`config.mk`:
```
export PLATFORM = sky130hd
export DESIGN_NAME = instr_fetch_unit
export DESIGN_NICKNAME = d
export VERILOG_FILES = /design/src/rtl/ifu_pkg.sv /design/src/rtl/ifu_prefetch_buf.sv /design/src/rtl/instr_fetch_unit.sv
export SDC_FILE = /design/constraint.sdc
export NUM_CORES = 1
export LEC_CHECK = 0
export ABC_AREA = 0
export CORE_MARGIN = 5
export CORE_UTILIZATION = 35
export CTS_CLUSTER_DIAMETER = 60
export CTS_CLUSTER_SIZE = 40
export DETAILED_ROUTE_END_ITERATION = 12
export PLACE_DENSITY = 0.63
export SYNTH_ARGS = -nofsm -noshare
export SYNTH_HDL_FRONTEND = slang
export SYNTH_MEMORY_MAX_BITS = 65536
export SYNTH_SLANG_ARGS = --single-unit
```
`constraint.sdc`:
```
create_clock -name clk -period 3.7 [get_ports clk]
set_clock_uncertainty 0.15 [all_clocks]
set_input_delay 0.74 -clock clk [delete_from_list [all_inputs] [get_ports clk]]
set_output_delay 0.74 -clock clk [all_outputs]
set_load 0.01 [all_outputs]
```
`src/rtl/ifu_pkg.sv`:
```
// ifu_pkg: shared types, default widths and redirect target helpers for the
// instruction fetch unit.
//   ifu_state_t    - fetch FSM state (IDLE / RUN / DONE)
//   IFU_* params   - default widths and depths used by instr_fetch_unit
//   branch_target  - relative redirect: lastPc + 1 + signed offset
//   jump_target    - page-absolute redirect: low field bits replace lastPc bits
// The helpers work on 32-bit values; callers size-cast to PC_W (PC_W <= 32).
package ifu_pkg;

  typedef enum logic [1:0] {
    IDLE = 2'd0,
    RUN  = 2'd1,
    DONE = 2'd2
  } ifu_state_t;

  localparam int IFU_INSTR_W   = 16;
  localparam int IFU_DEPTH     = 256;
  localparam int IFU_PC_W      = 16;
  localparam int IFU_BR_OFF_W  = 6;
  localparam int IFU_JMP_W     = 12;
  localparam int IFU_BUF_DEPTH = 2;

  function automatic logic [31:0] branch_target(input logic [31:0]        lastPc,
                                                input logic signed [31:0] offset);
    return lastPc + 32'd1 + $unsigned(offset);
  endfunction

  function automatic logic [31:0] jump_target(input logic [31:0] lastPc,
                                              input logic [31:0] field,
                                              input int          fieldW);
    logic [31:0] mask;
    mask = (32'd1 << fieldW) - 32'd1;
    return (lastPc & ~mask) | (field & mask);
  endfunction

endpackage

```
`src/rtl/ifu_prefetch_buf.sv`:
```
// ifu_prefetch_buf: small FIFO holding prefetched {pc, instruction} entries.
// Ports:
//   clk, resetInstructionMemory (async, active-high)
//   flush      - empties the FIFO this edge (takes priority over write/read)
//   wrEn/wrData- push one entry (ignored when full)
//   rdEn       - pop the head entry (ignored when empty)
//   headData   - current head entry
//   empty/full - status
//   occupancy  - number of stored entries, width $clog2(DEPTH)+1
// Storage is not reset; only pointers and the counter are.
module ifu_prefetch_buf #(
  parameter int W     = 32,
  parameter int DEPTH = 2
) (
  input  logic                     clk,
  input  logic                     resetInstructionMemory,
  input  logic                     flush,
  input  logic                     wrEn,
  input  logic [W-1:0]             wrData,
  input  logic                     rdEn,
  output logic [W-1:0]             headData,
  output logic                     empty,
  output logic                     full,
  output logic [$clog2(DEPTH):0]   occupancy
);

  localparam int PW = $clog2(DEPTH);

  logic [W-1:0]  store [DEPTH];
  logic [PW-1:0] wrPtr;
  logic [PW-1:0] rdPtr;
  logic          doWr;
  logic          doRd;

  assign empty    = (occupancy == '0);
  assign full     = (occupancy == (PW+1)'(DEPTH));
  assign doWr     = wrEn & ~full & ~flush;
  assign doRd     = rdEn & ~empty & ~flush;
  assign headData = store[rdPtr];

  always_ff @(posedge clk) begin
    if (doWr) store[wrPtr] <= wrData;
  end

  always_ff @(posedge clk or posedge resetInstructionMemory) begin
    if (resetInstructionMemory) begin
      wrPtr     <= '0;
      rdPtr     <= '0;
      occupancy <= '0;
    end else if (flush) begin
      wrPtr     <= '0;
      rdPtr     <= '0;
      occupancy <= '0;
    end else begin
      if (doWr) wrPtr <= wrPtr + PW'(1);
      if (doRd) rdPtr <= rdPtr + PW'(1);
      occupancy <= occupancy + {{PW{1'b0}}, doWr} - {{PW{1'b0}}, doRd};
    end
  end

endmodule

```
`src/rtl/instr_fetch_unit.sv`:
```
// instr_fetch_unit: program ROM + fetch PC + prefetch buffer, presenting
// instructions over a valid/ready handshake and resolving branch/jump redirects.
// Optional build macro: IFU_WRITE_PORT_EN adds a synchronous memory write port.
// Ports:
//   clk, resetInstructionMemory (async, active-high)
//   fetch_en, prog_len            - fetch control and program length
//   instr_valid/instr_ready       - output handshake
//   instr_data, instr_pc          - head instruction and its address (0 when not valid)
//   branch_en, branch_offset      - relative redirect pulse
//   jump_en, jump_target          - page-absolute redirect pulse (jump wins)
//   redirect_done                 - one-cycle pulse after an accepted redirect
//   done                          - program exhausted and pipeline empty
//   imem_we/imem_waddr/imem_wdata - write port (IFU_WRITE_PORT_EN only)
module instr_fetch_unit
  import ifu_pkg::*;
#(
  parameter int INSTR_W   = IFU_INSTR_W,
  parameter int DEPTH     = IFU_DEPTH,
  parameter int PC_W      = IFU_PC_W,
  parameter int BR_OFF_W  = IFU_BR_OFF_W,
  parameter int JMP_W     = IFU_JMP_W,
  parameter int BUF_DEPTH = IFU_BUF_DEPTH,
  parameter     INIT_FILE = "test/test.prog"
) (
  input  logic                clk,
  input  logic                resetInstructionMemory,
  input  logic                fetch_en,
  input  logic [PC_W-1:0]     prog_len,
  output logic                instr_valid,
  input  logic                instr_ready,
  output logic [INSTR_W-1:0]  instr_data,
  output logic [PC_W-1:0]     instr_pc,
  input  logic                branch_en,
  input  logic [BR_OFF_W-1:0] branch_offset,
  input  logic                jump_en,
  input  logic [JMP_W-1:0]    jump_target,
  output logic                redirect_done,
  output logic                done
`ifdef IFU_WRITE_PORT_EN
  ,
  input  logic                imem_we,
  input  logic [PC_W-1:0]     imem_waddr,
  input  logic [INSTR_W-1:0]  imem_wdata
`endif
);

  localparam int AW = $clog2(DEPTH);
  localparam int OW = $clog2(BUF_DEPTH) + 1;
  localparam int EW = PC_W + INSTR_W;

  logic [INSTR_W-1:0] imem [DEPTH];

  ifu_state_t state;
  ifu_state_t stateNext;

  logic [PC_W-1:0]            fpc;
  logic [PC_W-1:0]            lastPc;
  logic                       epoch;
  logic                       redirect;
  logic                       handshake;
  logic                       issue;
  logic                       tgtInRange;
  logic signed [BR_OFF_W-1:0] brOff;
  logic [PC_W-1:0]            brTgt;
  logic [PC_W-1:0]            jmpTgt;
  logic [PC_W-1:0]            redirTgt;

  logic                       rdVld_p1;
  logic                       rdEpoch_p1;
  logic [INSTR_W-1:0]         rdData_p1;
  logic [PC_W-1:0]            rdPc_p1;

  logic                       bufWr;
  logic                       bufEmpty;
  logic                       unusedBufFull;
  logic [OW-1:0]              bufOcc;
  logic [EW-1:0]              bufHead;
  logic [OW:0]                pending;
  logic [OW:0]                limit;

`ifdef IFU_WRITE_PORT_EN
  logic [PC_W-1:0] unusedWaddr;
  assign unusedWaddr = imem_waddr;

  // Nonblocking write: a same-edge read of this address still sees old data.
  always_ff @(posedge clk) begin
    if (imem_we) imem[imem_waddr[AW-1:0]] <= imem_wdata;
  end
`endif

  assign handshake  = instr_valid & instr_ready;
  assign redirect   = (state != IDLE) & (branch_en | jump_en);
  assign brOff      = branch_offset;
  assign brTgt      = PC_W'(ifu_pkg::branch_target(32'(lastPc), 32'(brOff)));
  assign jmpTgt     = PC_W'(ifu_pkg::jump_target(32'(lastPc), 32'(jump_target), JMP_W));
  assign redirTgt   = jump_en ? jmpTgt : brTgt;
  assign tgtInRange = (redirTgt < prog_len);

  // A word popped this cycle frees a slot, so steady-state streaming keeps
  // one word buffered and one in flight without a bubble.
  assign pending = {1'b0, bufOcc} + {{OW{1'b0}}, rdVld_p1};
  assign limit   = (OW+1)'(BUF_DEPTH) + {{OW{1'b0}}, handshake};
  assign issue   = (state == RUN) & fetch_en & (fpc < prog_len) & (pending < limit);

  // Reads launched before a redirect carry the old epoch and are dropped;
  // the one landing on the redirect edge itself is dropped explicitly.
  assign bufWr = rdVld_p1 & (rdEpoch_p1 == epoch) & ~redirect;

  always_ff @(posedge clk or posedge resetInstructionMemory) begin
    if (resetInstructionMemory) state <= IDLE;
    else                        state <= stateNext;
  end

  always_comb begin
    stateNext = state;
    case (state)
      IDLE:    if (fetch_en) stateNext = RUN;
      RUN:     if (!redirect && (fpc >= prog_len) && !rdVld_p1 && bufEmpty) stateNext = DONE;
      DONE:    if (redirect && tgtInRange) stateNext = RUN;
      default: stateNext = IDLE;
    endcase
  end

  always_ff @(posedge clk or posedge resetInstructionMemory) begin
    if (resetInstructionMemory) begin
      fpc           <= '0;
      lastPc        <= '0;
      epoch         <= 1'b0;
      rdVld_p1      <= 1'b0;
      rdEpoch_p1    <= 1'b0;
      redirect_done <= 1'b0;
    end else begin
      rdVld_p1      <= issue;
      rdEpoch_p1    <= epoch;
      redirect_done <= redirect;
      if (handshake) lastPc <= instr_pc;
      if (redirect) begin
        fpc   <= redirTgt;
        epoch <= ~epoch;
      end else if (issue) begin
        fpc   <= fpc + PC_W'(1);
      end
    end
  end

  // ---- stage p0 -> p1: synchronous ROM read ----
  always_ff @(posedge clk) begin
    if (issue) begin
      rdData_p1 <= imem[fpc[AW-1:0]];
      rdPc_p1   <= fpc;
    end
  end

  // ---- stage p1 -> buffer ----
  ifu_prefetch_buf #(
    .W     (EW),
    .DEPTH (BUF_DEPTH)
  ) u_buf (
    .clk                    (clk),
    .resetInstructionMemory (resetInstructionMemory),
    .flush                  (redirect),
    .wrEn                   (bufWr),
    .wrData                 ({rdPc_p1, rdData_p1}),
    .rdEn                   (handshake),
    .headData               (bufHead),
    .empty                  (bufEmpty),
    .full                   (unusedBufFull),
    .occupancy              (bufOcc)
  );

  assign instr_valid            = ~bufEmpty;
  assign {instr_pc, instr_data} = instr_valid ? bufHead : '0;
  assign done                   = (state == DONE);

endmodule

```
# == Word-level counts from Yosys, hierarchy flattened ==
# Memories as Yosys holds them, arrays and structs flattened.
# Cells that the tools add are included.
# classes
add_sub_neg,9
eq_ne,7
mux,15
bitwise_logic,17
magnitude_cmp,4
n_reduce_logical,13
# ops
cell,n
two-way mux 16 bit,3
adder 16 x 1 -> 16 bit (second input constant),2
less-than comparator 16 bit,2
two-way mux 32 bit,1
adder 16 x 6 -> 16 bit,1
>= comparator 16 bit,1
bitwise OR 16 x 12 -> 16 bit,1
bitwise AND 1 bit,11
two-way mux 2 bit,4
nonzero test 2 bit,4
two-way mux 1 bit,6
case mux 2 bit (3 select lines),1
equality test 2 bit (second input constant),2
logical AND 1 bit,4
logical NOT 2 bit,2
!= test 2 x 1 -> 1 bit (second input constant),2
NOT 1 bit,4
adder 2 x 1 -> 3 bit,1
adder 2 x 1 -> 3 bit (first input constant),1
less-than comparator 3 bit,1
AND reduction 3 bit,1
adder 1 bit (second input constant),2
adder 2 x 1 -> 2 bit,1
equality test 2 x 1 -> 1 bit (second input constant),1
other kinds (5),6
# word_totals
in_bits,40
ram_bits,64
register_bits,74
out_inout_bits,35
elab_cells,78
n_memories,1
# mem_list
name,words,width,read_ports,rd_clocked_by_memory_dff,wr,line,rtl
u_buf.store,2,32,1,0,1,ifu_prefetch_buf.sv:29,logic [W-1:0] store [DEPTH];

# == Longest topological paths before layout ==
# Gate-level depths: netlist (run 1).
# depth
depth_word,9
ltp_mapped,17

# == Hierarchy ==
# A second synthesis (run 1) with hierarchy kept.
# unflattened
cells_unflattened,555
area_unflattened_um2,6737.7
# modules_own_cells
mod,cells_per_inst,n_inst,seq_area_each_um2,area_each_um2
instr_fetch_unit,428,1,1431.4,4139.0
ifu_prefetch_buf,127,1,2021.9,2598.7

# == Least setup slack after synthesis (run 1) ==
# OpenSTA, ideal clock, no wires.
# synth_timing
path_type,in2reg
startpoint,input port branch_offset[0]
endpoint,register state[0]
setup_ns,0.101
stages,17
arrival_time_ns,3.688
slack_ns,-0.239
t_required_ns,3.449
cell_sequence,inv_1 ha_1 fa_1 nor2b_1 o31a_1 o31ai_1 a211oi_1 o2111ai_1 o221a_2 ha_1 a21o_1 a21oi_1 nor2b_1 o21ai_0 a21boi_0 a41o_1 o32ai_1
# synth_between
elab_chain_cells,6
# synth_lines
element,line,rtl
"start, declared",instr_fetch_unit.sv:34,"input logic [BR_OFF_W-1:0] branch_offset,"
adder 16 x 6 -> 16 bit,ifu_pkg.sv:25,return lastPc + 32'd1 + $unsigned(offset);
two-way mux 16 bit,instr_fetch_unit.sv:96,assign redirTgt = jump_en ? jmpTgt : brTgt;
less-than comparator 16 bit,instr_fetch_unit.sv:97,assign tgtInRange = (redirTgt < prog_len);
logical AND 1 bit,instr_fetch_unit.sv:119,DONE: if (redirect && tgtInRange) stateNext = RUN;
!= test 2 x 1 -> 1 bit (no source line),n/a,
AND reduction 3 bit (no source line),n/a,
"end signal, assigned",instr_fetch_unit.sv:111,else state <= stateNext;
"end, declared",instr_fetch_unit.sv:53,ifu_state_t state;
# Every way passes these cells.
# A chain may end at the register's enable or synchronous reset.

# == Final worst setup path (run 1) ==
# Ends and elaborated chain as after synthesis.

==> metrics.csv, run 1 <==
metric;value;unit
cp-start-kind;primary input;
insertion_delay;0.34;ns
top_usage_layer;met2;
synth_area_per_cell;10.7;um2
startpoint;branch_offset[0];
yosys_warnings;0;
final.setup.worst_slack;-0.126;ns
synth_fa_ha_area_share;12.1;%
grt_max_degree;43;
final_util;46.1;%
syn_area;5450;um2
dr_total_vias;4303;
rsz0062_at_grt;yes;
yosysSeqAreaShare;45.8;%
synth-edff-count;48;
die_x;135;um
pin_count;75;
postRouteAntennaNets;0;
grt_pass1_vias;4374;
fill_cells;1412;
place.detailed.hpwl;11400;um
die-area;18200;um2
nets;713;
drc_errors;0;
grt_overflow;0;
path_max_fanout;4;
power_leakage;0.00299;uW
fmax;261;MHz
postSynth.asyncResetShare;46.7;%
crit_arrival;3.93;ns
hp-class;reg2reg;
clk_pin_slew;0.06;ns
portBuffers;58;
row_count;45;
wl_per_cell;17.8;um
outcome;finished, violations left;
end_kind;register;
finalPower;5450;uW
clock_path_buffers;2;
postCtsHoldBufs;0;
start_util;35.7;%
antennaDiodeCount;0;
use_met2;27.9;%
gr-usage-all-layers;16.8;%
criticalPathCategory;in2reg;
synth_compound_area_share;16.0;%
violations;negative setup slack;
antenna_found_initial;0;
root_buffer;clkbuf_16;
syn2layout_area_growth;29.3;%
muxShareOfSynthArea;4.78;%
netlist_instances;510;
worst_pin_slew;0.711;ns
use_met1;21.3;%
cp_data_required_time;3.80;ns
drive_gt1_share;17.9;%
synth_xor_area_share;3.54;%
final-setup-viol-count;2;
hold_viol;0;
synthSimpleGateAreaFrac;12.2;%
maxCapViolCount;0;
cts.htree.levels;3;
fin_cells;837;
synth.distinct_cells;57;
synth-seq-cells;90;
relSlewSlack;52.6;%
dp.cells;819;
use_met3;3.50;%
routed_via_density;5.14;
period_minus_slack;3.83;ns
die_h;135;um
dr.pass1.iters;4;
place_ws;-0.814;ns
hold_start;epoch;
peakVddDrop;0.267;mV
gp_congestion;0.876;
cts.sinks;90;
coreArea;15300;um2
drtIter0Drc;233;
cts_buffers;9;
synthFlopType;edfxtp_1;
cts_tree;yes;
fin_crit_sh;103;%
drv_slew;0;
p_per_area;774;nW/um2
synth_top_family_by_area;compound AO/OA/AOI/OAI gates;
regToRegStartpoint;lastPc[0];
wl;14900;um
grt_pass1_wl;23500;um
[worst max-delay path: stages]
cell and delay, ns:
buf_2 0.10, inv_2 0.05, ha_4 0.13, fa_2 0.24, nor2b_4 0.05, o31a_1 0.35, o31ai_2 0.30, a211oi_2 0.11
buf_4 0.17, o21a_1 0.17, o221a_4 0.26, ha_4 0.24, a21o_1 0.16, a21oi_2 0.18, nor2b_4 0.05, o21ai_1 0.12
a21boi_1 0.08, a41o_1 0.23, o32ai_2 0.19
[logic make-up (layout without fill, tap and decap cells)]
group / count (synthesis) / after routing
other: 1 / 16
buffers and inverters: 65 / 166
adder cells (fa/ha/maj): 52 / 52
AND/OR/NAND/NOR: 132 / 132
multiplexers: 25 / 25
flip-flops: 90 / 90
AO/OA/AOI/OAI: 123 / 123
XOR/XNOR: 22 / 22
[Yosys cell counts, types with 3 or more instances]
master | number | area (um2)
nand4_1 | 8 | 50.1
mux2i_1 | 17 | 170
nor2b_1 | 9 | 56.3
a21o_1 | 8 | 60.1
inv_1 | 35 | 131
o31a_1 | 3 | 26.3
or2_2 | 3 | 18.8
ha_1 | 51 | 638
edfxtp_1 | 48 | 1440
xnor2_1 | 15 | 131
and3_1 | 7 | 43.8
mux2_2 | 8 | 90.1
and2_1 | 5 | 31.3
buf_4 | 16 | 120
dfrtp_1 | 42 | 1050
a21oi_1 | 21 | 105
nand3_1 | 6 | 30.0
nor2_1 | 36 | 135
o21ai_0 | 27 | 135
o211ai_1 | 4 | 30.0
a211oi_1 | 5 | 37.5
and4_1 | 4 | 35.0
nand2_1 | 35 | 131
clkbuf_1 | 11 | 41.3
xor2_1 | 7 | 61.3
a22o_1 | 15 | 131
a31oi_1 | 5 | 31.3
nand2b_1 | 3 | 18.8
o21a_1 | 8 | 60.1
nor3_1 | 6 | 30.0
o31ai_1 | 6 | 45.0
[registers in the layout (all words and copies together), names as in the netlist, 2 cells and up]
| name | count |
|---|---|
| lastPc | 16 |
| u_buf.store | 32 |
| state | 2 |
| fpc | 16 |
| rdPc_p1 | 16 |
| u_buf.occupancy | 2 |
[metrics by stage]
step	instance area [um2]	hold slack (ns)	TNS (ns)
after global placement	6630	0.273	-1.46
after detailed placement	6630	0.280	-1.72
after CTS	6990	0.295	0
after floorplan	5540	0.261	0
final	7040	0.297	-0.231
after global routing	7040	0.314	-0.491
[power by group]
| group | total, uW | leakage, uW | switching [uW] | internal (uW) |
|---|---|---|---|---|
| Sequential | 1820 | 0.000951 | 383 | 1440 |
| Combinational | 2700 | 0.00189 | 1330 | 1370 |
| Clock | 931 | 0.000147 | 386 | 546 |
| Total | 5450 | 0.00299 | 2100 | 3350 |
[metal layers]
layer | wire length [um] | part of all wire, %
met5 | 0 | 0
met4 | 413 | 2.8
met3 | 651 | 4.4
met2 | 7190 | 48
met1 | 6640 | 45
[what timing repair did]
action / 4_1_cts / 5_1_grt
buffers inserted: 1 / 1
setup endpoints to repair: 2 / 2
pin swaps: 15 / 13
cloned: 0 / 0
gates resized for setup: 27 / 9
[cells in the final DEF (no fill, tap or decap), types with 9 or more instances in the layout]
| master | n |
|---|---|
| clkdlybuf4s50_1 | 52 |
| o21ai_0 | 22 |
| conb_1 | 16 |
| a22o_1 | 15 |
| nand2_1 | 35 |
| dfrtp_1 | 42 |
| clkbuf_16 | 9 |
| edfxtp_1 | 48 |
| mux2i_1 | 17 |
| inv_1 | 32 |
| nor2_1 | 36 |
| xnor2_1 | 15 |
| ha_1 | 45 |
| buf_4 | 56 |
| a21oi_1 | 20 |
[layout make-up]
| cell class | count | area, um2 | share of cell area, % |
|---|---|---|---|
| clock inverters | 5 | 60.1 | 0.853 |
| clock buffers | 11 | 243 | 3.45 |
| inverters | 36 | 135 | 1.92 |
| flip-flops and latches | 90 | 2490 | 35.4 |
| repair buffers | 114 | 990 | 14.1 |
| well taps | 211 | 264 | 3.75 |
| multi-input cells | 370 | 2850 | 40.6 |
[path summary, 6_finish.rpt]
check | cells past startpoint | end | slack [ns]
min in group asynchronous | 3 | lastPc[3] | 0.70
worst max-delay path | 19 | state[0] | -0.13
worst max register to register | 18 | state[0] | -0.09
max in group asynchronous | 3 | fpc[0] | 2.28
worst min register to register | 0 | rdEpoch_p1 | 0.30
worst min-delay path | 0 | rdEpoch_p1 | 0.30
Power figures use the tool's default switching activity.
==> run 2: changes to the inputs <==
--- a/config.mk
+++ b/config.mk
@@ -6,6 +6,8 @@
 export NUM_CORES = 1
 export LEC_CHECK = 0
 export ABC_AREA = 0
+export ABC_CLOCK_PERIOD_IN_PS = 3700
+export CORE_ASPECT_RATIO = 1.25
 export CORE_MARGIN = 5
 export CORE_UTILIZATION = 35
 export CTS_CLUSTER_DIAMETER = 60
==> metrics.csv, run 2 (synthesis gave the netlist of run 1 again) <==
metric;value;unit
outcome;finished clean;
wl;14500;um
drive_gt1_share;20.0;%
worst_pin_slew;0.674;ns
rrSetupSlack;0.17;ns
die_x;122;um
use_met2;29.7;%
dr.pass1.iters;4;
grt_max_degree;43;
holdPathStages;0;
relSlewSlack;54.7;%
peakVddDrop;0.287;mV
fin_crit_sh;97.7;%
cts_buffers;9;
fin_hold_ws;0.297;ns
top_register;u_buf.store;
criticalPathCategory;in2reg;
crit_arrival;3.72;ns
path_max_fanout;3;
final-setup-viol-count;0;
post_dp_cell_area;6680;um2
grt_overflow;0;
start_util;35.3;%
end_kind;register;
clock_path_buffers;2;
cp_data_required_time;3.81;ns
root_buffer;clkbuf_16;
portBuffers;58;
hold_start;rdPc_p1[5];
pin_count;75;
fmax;277;MHz
r2r-end;state[0];
wl_per_cell;17.2;um
dr_total_vias;4236;
worstRegToRegCells;17;
finalPower;5470;uW
period_minus_slack;3.61;ns
drc_errors;0;
drv_slew;0;
routed_via_density;5.01;
place.detailed.hpwl;11300;um
antennaDiodeCount;0;
insertion_delay;0.35;ns
p_per_area;765;nW/um2
row_count;51;
coreArea;15400;um2
postRouteAntennaNets;0;
fin_area;7150;um2
final_common_cell;buf_4;
use_met1;19.5;%
syn2layout_area_growth;31.4;%
hp-class;reg2reg;
fill_cells;1453;
nets;721;
rsz0062_at_grt;yes;
grt_pass1_wl;23100;um
grt_pass1_vias;4438;
die_h;149;um
die-area;18200;um2
gr-usage-all-layers;16.4;%
min_to;u_buf.store[1][21];
cts.sinks;90;
top_usage_layer;met2;
cts.htree.levels;3;
cp-start-kind;primary input;
regToRegStartpoint;lastPc[0];
gp_congestion;0.904;
use_met3;2.80;%
cts_tree;yes;
clk_pin_slew;0.07;ns
power_leakage;0.00302;uW
hold_viol;0;
tns;0;ns
maxCapViolCount;0;
final_cell_mix;62 x buf_4, 52 x clkdlybuf4s50_1, 48 x edfxtp_1, 42 x ha_1, 42 x dfrtp_1;
largest_reg_flops;32;
drtIter0Drc;193;
antenna_found_initial;0;
-- run 2: power breakdown --
group / total [uW] / internal [uW] / switching [uW]
registers: 1760 / 1440 / 326
logic: 2840 / 1450 / 1390
clock network: 874 / 466 / 408
total: 5470 / 3350 / 2120
-- run 2: worst max-delay path by stage --
stage / start / end / slack (ns) / depth (start not counted)
after floorplan: branch_offset[0] / state[0] / 0.004 / 17
after global placement: branch_offset[5] / state[0] / -0.68 / 13
after detailed placement: branch_offset[0] / state[0] / -0.75 / 18
after CTS: branch_offset[1] / state[0] / 0.0005 / 16
after global routing: branch_offset[2] / state[0] / -0.11 / 15
final: branch_offset[2] / state[0] / 0.09 / 15
-- run 2: worst max-delay path, cell delays in order --
cell,delay (ns)
dlygate4sd2_1,0.26
ha_4,0.22
nor2b_4,0.12
o31a_1,0.28
o31a_1,0.27
o21ai_1,0.15
a21boi_0,0.13
o31ai_2,0.31
ha_1,0.28
o21ai_0,0.16
nand2b_1,0.08
a21oi_1,0.14
nor2_1,0.06
a41o_1,0.26
o32ai_2,0.25
-- run 2: cell type report --
cell class	count	area (um2)	area share [%]
multi-input cells	370	2900	40.6
flip-flops and latches	90	2490	34.8
repair buffers	122	1060	14.9
well taps	212	265	3.71
clock buffers	9	225	3.15
inverters	36	138	1.92
clock inverters	7	65.1	0.909
-- run 2: through the flow --
stage	util (%)	setup slack, ns	std cells
6_report	46.3	0.0851	846
2_1_floorplan	-	0.00351	525
3_3_place_gp	43.2	-0.680	825
3_5_place_dp	43.2	-0.754	825
4_1_cts	45.5	0.000477	843
5_1_grt	46.3	-0.110	846
-- run 2: metal layers --
layer  up-vias  part of all wire (%)
met5         -                     0
met4         0                   2.0
met3        16                   4.2
met2       100                    53
met1      2040                    41
li1       2080                     -
-- run 2: what timing repair did --
item | CTS | global route
buffers inserted | 2 | 3
pin swaps | 14 | 19
hold buffers | 0 | 0
endpoints found under the setup margin | 2 | 2
gates resized for setup | 22 | 25
